<file path="src/rtl/mux_cl_pkg.sv">
// rtl/mux_cl_pkg.sv - shared constants, state type and select helpers for the mux_cl scan front end
// Contents:
//   MUXCL_SEL_W / MUXCL_DATA_W : select and data widths of the 8:1 mux_cl stage
//   scan_state_t               : scan sequencer states (PARITY used only with MUX_CL_SCAN_PARITY_EN)
//   sel_start / sel_term       : first and last select value for a given scan direction
package mux_cl_pkg;

  localparam int MUXCL_SEL_W  = 3;
  localparam int MUXCL_DATA_W = 8;

  typedef enum logic [1:0] {
    IDLE   = 2'd0,
    SHIFT  = 2'd1,
    PARITY = 2'd2
  } scan_state_t;

  // Ascending scans start at 0 and end at all-ones; descending scans the reverse.
  function automatic logic [MUXCL_SEL_W-1:0] sel_start(input logic msb_first);
    return msb_first ? {MUXCL_SEL_W{1'b1}} : {MUXCL_SEL_W{1'b0}};
  endfunction

  function automatic logic [MUXCL_SEL_W-1:0] sel_term(input logic msb_first);
    return msb_first ? {MUXCL_SEL_W{1'b0}} : {MUXCL_SEL_W{1'b1}};
  endfunction

endpackage

</file>
<file path="src/rtl/mux_cl_sel_cnt.sv">
// rtl/mux_cl_sel_cnt.sv - loadable up/down select counter with terminal flag
// Ports:
//   clk, rst_n : clock, asynchronous active-low reset (counter resets to START)
//   load       : reload START (takes priority over en)
//   en         : step one position toward TERM (modulo 2**SEL_W)
//   cnt        : current select value
//   term       : cnt equals TERM
module mux_cl_sel_cnt #(
  parameter int               SEL_W = 3,
  parameter bit               DOWN  = 1'b0,
  parameter logic [SEL_W-1:0] START = '0,
  parameter logic [SEL_W-1:0] TERM  = '1
) (
  input  logic             clk,
  input  logic             rst_n,
  input  logic             load,
  input  logic             en,
  output logic [SEL_W-1:0] cnt,
  output logic             term
);

  always_ff @(posedge clk or negedge rst_n) begin
    if (!rst_n) begin
      cnt <= START;
    end else if (load) begin
      cnt <= START;
    end else if (en) begin
      cnt <= DOWN ? cnt - SEL_W'(1) : cnt + SEL_W'(1);
    end
  end

  assign term = (cnt == TERM);

endmodule

</file>
<file path="src/rtl/mux_cl_scan_seq.sv">
// rtl/mux_cl_scan_seq.sv - parallel-in, serial-out sequencer sweeping the mux_cl select
// Optional feature macro: MUX_CL_SCAN_PARITY_EN (adds an even-parity beat after each word)
// Ports:
//   clk, rst_n                  : clock, asynchronous active-low reset
//   in_valid, in_data, in_ready : parallel word handshake
//   mux_data, mux_sel           : held word and select driven to mux_cl
//   mux_po                      : mux_cl output, returned combinationally
//   ser_valid, ser_bit,
//   ser_last, ser_ready         : serial bit stream handshake
module mux_cl_scan_seq
  import mux_cl_pkg::*;
#(
  parameter int DATA_W    = MUXCL_DATA_W,
  parameter int SEL_W     = MUXCL_SEL_W,
  parameter int MSB_FIRST = 0
) (
  input  logic              clk,
  input  logic              rst_n,
  input  logic              in_valid,
  input  logic [DATA_W-1:0] in_data,
  output logic              in_ready,
  output logic [DATA_W-1:0] mux_data,
  output logic [SEL_W-1:0]  mux_sel,
  input  logic              mux_po,
  output logic              ser_valid,
  output logic              ser_bit,
  output logic              ser_last,
  input  logic              ser_ready
);

  localparam logic [SEL_W-1:0] SEL_START = SEL_W'(sel_start(MSB_FIRST != 0));
  localparam logic [SEL_W-1:0] SEL_TERM  = SEL_W'(sel_term(MSB_FIRST != 0));

  scan_state_t state, state_nxt;
  logic        accept;
  logic        sel_en;
  logic        sel_at_term;

  mux_cl_sel_cnt #(
    .SEL_W (SEL_W),
    .DOWN  (MSB_FIRST != 0),
    .START (SEL_START),
    .TERM  (SEL_TERM)
  ) u_sel_cnt (
    .clk   (clk),
    .rst_n (rst_n),
    .load  (accept),
    .en    (sel_en),
    .cnt   (mux_sel),
    .term  (sel_at_term)
  );

  assign accept = in_valid & in_ready;

  always_ff @(posedge clk or negedge rst_n) begin
    if (!rst_n) begin
      state <= IDLE;
    end else begin
      state <= state_nxt;
    end
  end

  always_ff @(posedge clk or negedge rst_n) begin
    if (!rst_n) begin
      mux_data <= '0;
    end else if (accept) begin
      mux_data <= in_data;
    end
  end

  // in_ready is raised on the accepted final beat so a new word can be
  // captured in the same cycle, keeping the serial stream gap-free.
  always_comb begin
    state_nxt = state;
    in_ready  = 1'b0;
    ser_valid = 1'b0;
    ser_bit   = 1'b0;
    ser_last  = 1'b0;
    sel_en    = 1'b0;
    case (state)
      IDLE: begin
        in_ready = 1'b1;
        if (in_valid) begin
          state_nxt = SHIFT;
        end
      end
      SHIFT: begin
        ser_valid = 1'b1;
        ser_bit   = mux_po;
`ifdef MUX_CL_SCAN_PARITY_EN
        if (ser_ready) begin
          if (sel_at_term) begin
            state_nxt = PARITY;
          end else begin
            sel_en = 1'b1;
          end
        end
`else
        ser_last = sel_at_term;
        if (ser_ready) begin
          if (sel_at_term) begin
            // Select stays on its terminal value; only a reload moves it.
            in_ready  = 1'b1;
            state_nxt = in_valid ? SHIFT : IDLE;
          end else begin
            sel_en = 1'b1;
          end
        end
`endif
      end
`ifdef MUX_CL_SCAN_PARITY_EN
      PARITY: begin
        ser_valid = 1'b1;
        ser_bit   = ^mux_data;
        ser_last  = 1'b1;
        if (ser_ready) begin
          in_ready  = 1'b1;
          state_nxt = in_valid ? SHIFT : IDLE;
        end
      end
`endif
      default: begin
        state_nxt = IDLE;
      end
    endcase
  end

endmodule

</file>
<file path="config.mk">
export PLATFORM = sky130hd
export DESIGN_NAME = mux_cl_scan_seq
export DESIGN_NICKNAME = d
export VERILOG_FILES = /design/src/rtl/mux_cl_pkg.sv /design/src/rtl/mux_cl_sel_cnt.sv /design/src/rtl/mux_cl_scan_seq.sv
export SDC_FILE = /design/constraint.sdc
export NUM_CORES = 1
export LEC_CHECK = 0
export ABC_AREA = 1
export CELL_PAD_IN_SITES_DETAIL_PLACEMENT = 0
export CELL_PAD_IN_SITES_GLOBAL_PLACEMENT = 1
export CORE_MARGIN = 2
export CORE_UTILIZATION = 26
export DETAILED_ROUTE_END_ITERATION = 10
export PLACE_DENSITY = 0.76
export SKIP_CTS_REPAIR_TIMING = 1
export SLEW_MARGIN = 20
export SYNTH_ARGS = -nofsm -noshare
export SYNTH_HDL_FRONTEND = slang
export SYNTH_SLANG_ARGS = --single-unit
</file>
<file path="constraint.sdc">
create_clock -name clk -period 1.84 [get_ports clk]
set_input_delay 0.552 -clock clk [delete_from_list [all_inputs] [get_ports clk]]
set_output_delay 0.552 -clock clk [all_outputs]
set_load 0.01 [all_outputs]
</file>
== Yosys cells after proc, flatten, opt, wreduce, memory -nomap -nowiden ==
Index checks and enable logic that the tools add are counted.

* Bits in registers: 13
* Word-level logic and storage cells: 29

* Add/subtract/negate cells: 1
* Equality and inequality tests: 5
* Mux-type cells: 16
* Bitwise gates (word level): 1
* Reduce and logical (&&, ||, !) cells: 3

{| class="wikitable"
|+ Operators with widths
! operator !! count
|-
| $mux W1 || 9
|-
| $mux W2 || 3
|-
| $mux W3 || 2
|-
| $ne A2 B2 Y1 const B || 3
|-
| $pmux W2 S2 || 1
|-
| $add A3 B1 Y3 const B || 1
|-
| $eq A3 B3 Y1 const B || 1
|-
| $reduce_and A3 Y1 || 1
|-
| $eq A2 B1 Y1 const B || 1
|-
| $logic_not A2 Y1 || 1
|-
| $pmux W1 S2 || 1
|-
| $reduce_bool A2 Y1 || 1
|-
| $and A1 B1 Y1 || 1
|}

== Longest topological paths before layout ==
Gate-level depths: netlist of the first run.

* Depth in word-level cells: 6
* Gate-level depth with buffers: 8
* Depth with buffers taken out: 7

== Cells and area by module ==
Synthesis of the first run repeated with hierarchy kept, for this count alone.

* Cells, all modules: 62
* Area total of the unflattened synthesis: 548.0 µm²

{| class="wikitable"
|+ By module, submodules not included
! module !! instances !! cells each !! area an instance (µm²)
|-
| mux_cl_scan_seq || 1 || 45 || 396.6
|-
| mux_cl_sel_cnt || 1 || 17 || 151.4
|}

== Worst setup path before layout of the first run ==
Ideal clock, no wire load.

* Path type: register to output
* Start: register u_sel_cnt.cnt[0]
* End: output port in_ready
* Data arrival time: 1.104 ns
* Required time: 1.288 ns
* Setup slack: 0.184 ns
* Stages on the path, launching flop included: 6
* Path buffers: 1
* Path through: dfrtp_1 -> ha_1 -> ha_1 -> nand2_1 -> nand2_1 -> buf_4

* Word-level cells in the longest chain between the ends: 4

{| class="wikitable"
|+ RTL lines
! item !! RTL line !! RTL
|-
| start, declared || mux_cl_sel_cnt.sv:18 || <nowiki>output logic [SEL_W-1:0] cnt,</nowiki>
|-
| start signal, assigned || mux_cl_sel_cnt.sv:28 || <nowiki>cnt <= DOWN ? cnt - SEL_W'(1) : cnt + SEL_W'(1);</nowiki>
|-
| $eq A3 B3 Y1 || mux_cl_sel_cnt.sv:32 || <nowiki>assign term = (cnt == TERM);</nowiki>
|-
| $mux W1 || mux_cl_scan_seq.sv:101 || <nowiki>if (sel_at_term) begin</nowiki>
|-
| $mux W1 || mux_cl_scan_seq.sv:100 || <nowiki>if (ser_ready) begin</nowiki>
|-
| $pmux W1 S2 || mux_cl_scan_seq.sv:80 || <nowiki>case (state)</nowiki>
|-
| end, declared || mux_cl_scan_seq.sv:21 || <nowiki>output logic in_ready,</nowiki>
|}

Every way passes these cells.

== Worst setup path after layout of the first run ==
* Start: input port ser_ready
* End: output port in_ready

* Word-level cells in the longest chain between the ends: 2

{| class="wikitable"
|+ RTL lines
! item !! RTL line !! RTL
|-
| start, declared || mux_cl_scan_seq.sv:28 || <nowiki>input logic ser_ready</nowiki>
|-
| $mux W1 || mux_cl_scan_seq.sv:100 ||
|-
| $pmux W1 S2 || mux_cl_scan_seq.sv:80 ||
|}

Every way passes these cells.

==> results of run 1 <==
==> power by group through the flow <==
stage	Sequential, mW	Clock, mW	Combinational (mW)
after floorplan	0.536	0	0.327
after detailed placement	0.471	0	0.821
final	0.473	0.206	0.830
after global routing	0.491	0.230	0.922
after global placement	0.471	0	0.814
after CTS	0.467	0.215	0.826
==> cell type report <==
cell class	instances	area [um2]
fillers	192	1050
repair buffers	33	313
flip-flops and latches	12	300
multi-input cells	45	223
clock buffers	4	36.3
well taps	27	33.8
inverters	6	22.5
==> per-stage QoR <==
| stage | util (%) | area (um2) |
|---|---|---|
| 2_1_floorplan | - | 552 |
| 3_3_place_gp | 43.9 | 870 |
| 3_5_place_dp | 43.9 | 870 |
| 4_1_cts | 45.7 | 906 |
| 5_1_grt | 46.8 | 928 |
| 6_report | 46.8 | 928 |
==> state kept, by name (all words and copies together), names as in the netlist <==
name           count
mux_data           8
u_sel_cnt.cnt      3
state              1
==> cells by family (layout without fill, tap and decap cells) <==
| logic type | after synthesis | count (layout) |
|---|---|---|
| adders and majority gates | 2 | 2 |
| buffers and inverters | 9 | 43 |
| DFF | 12 | 12 |
| and+or+nand+nor | 43 | 43 |
==> tightest hold or removal path, stage by stage (launching register included) <==
cell and delay, ns:
dfrtp_1 0.34, nand2_1 0.05, nand2_1 0.05
==> cell usage in the layout (no fill, tap or decap) <==
| cell | instances |
|---|---|
| ha_4 | 1 |
| clkdlybuf4s50_1 | 22 |
| clkbuf_4 | 3 |
| dfrtp_1 | 12 |
| inv_1 | 5 |
| buf_2 | 1 |
| ha_2 | 1 |
| nand2_2 | 3 |
| buf_4 | 6 |
| nand2_1 | 25 |
| dlymetal6s2s_1 | 3 |
| clkbuf_2 | 1 |
| nor2_1 | 5 |
| inv_2 | 1 |
| nor2_2 | 1 |
| clkbuf_8 | 1 |
| nand3_1 | 9 |
==> path summary, 6_finish.rpt <==
kind                                                   start                           end  depth (start not counted)
max in group asynchronous                              rst_n       mux_data[7]$_DFFE_PN0P_                          1
worst min-delay path                 mux_data[7]$_DFFE_PN0P_       mux_data[7]$_DFFE_PN0P_                          2
worst min register to register       mux_data[7]$_DFFE_PN0P_       mux_data[7]$_DFFE_PN0P_                          2
min in group asynchronous                              rst_n  u_sel_cnt.cnt[2]$_DFFE_PN0P_                          1
worst max register to register  u_sel_cnt.cnt[0]$_DFFE_PN0P_  u_sel_cnt.cnt[2]$_DFFE_PN0P_                          8
worst max-delay path                               ser_ready                      in_ready                          4
==> synth_stat cells <==
library cell  number  area [um2]
nor2_1             5        18.8
buf_4              1        7.51
buf_2              1        5.00
nor2_2             1        6.26
dfrtp_1           12         300
ha_1               2        25.0
buf_6              1        11.3
inv_1              6        22.5
nand3_1            9        45.0
nand2_1           26        97.6
nand2_2            2        12.5
==> metal layers <==
| metal | share of wire [%] | up-vias |
|---|---|---|
| li1 | - | 271 |
| met1 | 47 | 223 |
| met2 | 39 | 30 |
| met3 | 12 | 4 |
| met4 | 1.7 | 0 |
| met5 | 0 | - |
==> impl_metrics.ini, run 1 <==
[run_status]
status = finished, violations left
violations = negative setup slack

[power_and_ir_drop]
pwr-share-seq_pct = 31.3
cellPowerDensity_mw_per_mm2 = 1620
power.clock.fraction_pct = 13.7
net_sw_power_mw = 0.547
power.switching_fraction_pct = 36.3
intPower_mw = 0.961
p_leak_nw = 0.496
peakVddDrop_mv = 0.724
totalPowerFinal_mw = 1.51
share_comb_of_total_power_pct = 55.0

[critical_path]
worst-endpoint-arrival_ns = 1.33
critical-path-top-cell-by-count = nand2_1
crit_path_cell_trace = clkdlybuf4s50_1, nand2_1, nand2_1, clkbuf_2
required_time_of_the_critical_path_ns = 1.29
timing.critical_path.fanout_max = 2
crit_buf_inv = 2
cp_slowest_stage_delay_ns = 0.48
endpoint_kind = primary output
cp_launch_type = input port
crit_slowest_cell = clkdlybuf4s50_1
regToRegSetupSlack_ns = 0.32
cp_top_family = buffers and inverters
critPathKind = input port to primary output

[route]
final_antenna_net_count = 0
routed_wirelength_um = 1220
drc = 0
wl_per_cell_um = 9.64
routed-via-count = 528
dr.pass1.iters = 4
initial_detailed_routing_violation_count = 13
drt-vias-per-instance = 4.16

[timing]
max_slew.worst_pin.slew_ns = 0.526
final.hold.worst_slack_ns = 0.473
period_needed_ns = 1.88
rsz0062_at_grt = yes
max_slew_margin_pct = 64.8
final_report_setup_violation_count = 1
maxSlewViolCount = 0
setup_total_negative_slack_ns = -0.0410
final_critical_path_setup_slack_ns = -0.0410
max_freq_ghz = 0.532
final.setup_skew_ns = 0.00201
final_min_period_over_clock_period_pct = 102
report.final.hold_viol_count = 0

[placed_design]
finalWeightedCongestion = 0.669
dpl.cell_count = 122
port_buffers = 27
dpl_worst_slack_ns = -0.435
hpwl_um = 901

[floorplanning]
boundaryPins = 28
chipWidth_um = 50.1
placement_rows = 16
start_util_pct = 27.8
floorplan.core_area_mm2 = 0.00198
fp.dieArea_mm2 = 0.00251
dieHeight_um = 50.1

[clock_tree]
tritoncts.num_buffers = 3
tritoncts = done
cts.path.max_buffers = 2
htree_num_levels = 1
clk_latency_worst_skew_pair_ns = 0.27
clockRootBuffer = clkbuf_4
clkTransAtPathRegs_ns = 0.07
clock_sinks = 12

[cells_and_area]
stdcell_count = 127
area_growth_syn_to_layout_pct = 68.3
drive_gt1_share_pct = 19.0
fin_nets = 116
n_antenna_cell = 0

[global_route]
met2_track_demand_over_resource_in_global_routing_pct = 12.7
grt_busiest_layer = met1
grt_pass1_vias = 423
grt_overflow = 0
grt_pass1_wl_um = 1850
grt_start_max_net_pins = 13
grt_antenna_before_repair = 0
grt_util_all_layers_pct = 9.93
grt_use_met1_pct = 13.3
globalRouteMet3Util_pct = 3.94

[logic_synthesis]
avgSynthCellArea_um2 = 8.36
post_synth_mux_area_share_pct = 0
synth.ff_latch_count = 12
synthesis.instances = 66
synth_top_family_by_area = simple AND/OR/NAND/NOR gates
synth.yosys.warnings = 0
mappedNetlistNets = 81
post_synth_and_or_nand_nor_area_fraction_pct = 32.7
yosysUniqueCellTypes = 11
synth_compound_gate_area_share_pct = 0
synth-seq-area-share_pct = 54.4
post_synth_instance_area_um2 = 552
synth-xor-area-share_pct = 0
synth_adder_area_share_pct = 4.54

[min_path]
hold_path.class = register to register

[flow_run]
cap_violations = 0
No activity file was read; power rests on OpenSTA's default activity.
==> run 2, diff against run 1 <==
CORE_UTILIZATION = 28   (was 26)
CTS_BUF_LIST = sky130_fd_sc_hd__clkbuf_4   (was default)
PLACE_DENSITY = 0.81   (was 0.76)
==> impl_metrics.ini, run 2 (synthesis gave the netlist of run 1 again) <==
[run_status]
status = finished clean

[cells_and_area]
biggestRegsByFlops = mux_data (8), u_sel_cnt.cnt (3), state (1)
number_of_flip_flops_under_the_largest_register_name = 8
stdcell_count = 125
n_antenna_cell = 0
area_used_by_multi_input_combinational_logic_um2 = 225
fin_nets = 114
registers.top_by_ff_count = mux_data
final_design_area_no_fill_um2 = 903
drive_gt1_share_pct = 16.3
area_growth_syn_to_layout_pct = 63.7
layout.filler_cells = 203
most-common-layout-cells = nand2_1, clkdlybuf4s50_1, dfrtp_1
layout.area.seq_um2 = 300
post-route-util_pct = 47.5
mostFrequentLayoutCell = nand2_1

[timing]
final.setup_skew_ns = 0.00549
period_needed_ns = 1.82
setup_total_negative_slack_ns = 0
report.final.hold_viol_count = 0
rsz0062_at_grt = yes
maxSlewViolCount = 0
final_critical_path_setup_slack_ns = 0.0151
final_min_period_over_clock_period_pct = 99.2
final_report_setup_violation_count = 0
max_freq_ghz = 0.548
max_slew_margin_pct = 63.7
final.hold.worst_slack_ns = 0.476
max_slew.worst_pin.slew_ns = 0.543

[floorplanning]
floorplan.core_area_mm2 = 0.00190
placement_rows = 16
dieHeight_um = 48.4
fp.dieArea_mm2 = 0.00234
boundaryPins = 28
start_util_pct = 29.0
chipWidth_um = 48.4

[global_route]
grt_util_all_layers_pct = 10.7
grt_overflow = 0
grt_pass1_vias = 456
grt_start_max_net_pins = 13
grt_pass1_wl_um = 1960
grt_antenna_before_repair = 0

[clock_tree]
clk_latency_worst_skew_pair_ns = 0.27
tritoncts.num_buffers = 3
clock_sinks = 12
clockRootBuffer = clkbuf_4
tritoncts = done
cts.path.max_buffers = 2
clkTransAtPathRegs_ns = 0.07
htree_num_levels = 1

[route]
final_antenna_net_count = 0
drt-vias-per-instance = 4.00
routed_wirelength_um = 1210
drc = 0
wl_per_cell_um = 9.66
dr.pass1.iters = 2
routed-via-count = 500
initial_detailed_routing_violation_count = 4

[placed_design]
port_buffers = 27
dpl_worst_slack_ns = -0.430
dpl.cell_count = 121
placedInstanceArea_um2 = 862
finalWeightedCongestion = 0.727
hpwl_um = 912

[critical_path]
timing.critical_path.fanout_max = 1
cp_launch_type = input port
cp_slowest_stage_delay_ns = 0.46
required_time_of_the_critical_path_ns = 1.29
endpoint_kind = primary output
critPathKind = input port to primary output
worst-endpoint-arrival_ns = 1.27
crit_slowest_cell = clkdlybuf4s50_1
crit_path_cell_trace = clkdlybuf4s50_1, nand2_1, inv_1, dlymetal6s2s_1

[power_and_ir_drop]
p_leak_nw = 0.473
cellPowerDensity_mw_per_mm2 = 1600
totalPowerFinal_mw = 1.44
peakVddDrop_mv = 0.705

[flow_run]
cap_violations = 0

[min_path]
hold_path.class = register to register
run 2: cell type report:
class	instances	area share (%)
Sequential cell	12	33.2
Timing Repair Buffer	31	32.7
Multi-Input combinational cell	45	24.9
Tap cell	27	3.74
Clock buffer	3	2.49
Inverter	6	2.49
Clock inverter	1	0.416
run 2: where the power goes:
part	switching, mW	leakage, nW	internal (mW)
clock	0.0818	0.0154	0.0783
combinational	0.369	0.312	0.431
sequential	0.0864	0.145	0.394
run 2: routing by layer:
layer / up-vias / GRT usage [%] / part of all wire [%]
met5: - / 0 / 0
met4: 0 / 5.71 / 0.99
met3: 2 / 2.16 / 5.6
met2: 19 / 16.9 / 45
met1: 214 / 13.7 / 48
li1: 265 / - / -
run 2: path summary, 6_finish.rpt:
| path | from | end | slack [ns] | cells after the start |
|---|---|---|---|---|
| worst min-delay path | mux_data[3]$_DFFE_PN0P_ | mux_data[3]$_DFFE_PN0P_ | 0.48 | 2 |
| max in group asynchronous | rst_n | u_sel_cnt.cnt[1]$_DFFE_PN0P_ | 0.84 | 1 |
| worst max register to register | u_sel_cnt.cnt[0]$_DFFE_PN0P_ | u_sel_cnt.cnt[2]$_DFFE_PN0P_ | 0.37 | 8 |
| worst max-delay path | mux_po | ser_bit | 0.02 | 4 |
| min in group asynchronous | rst_n | state[0]$_DFFE_PN0P_ | 0.63 | 1 |
| worst min register to register | mux_data[3]$_DFFE_PN0P_ | mux_data[3]$_DFFE_PN0P_ | 0.48 | 2 |
run 2: critical path: cells and delay by family:
| family | cells | cell delay, ns |
|---|---|---|
| simple gates | 1 | 0.05 |
| buf+inv | 3 | 0.66 |
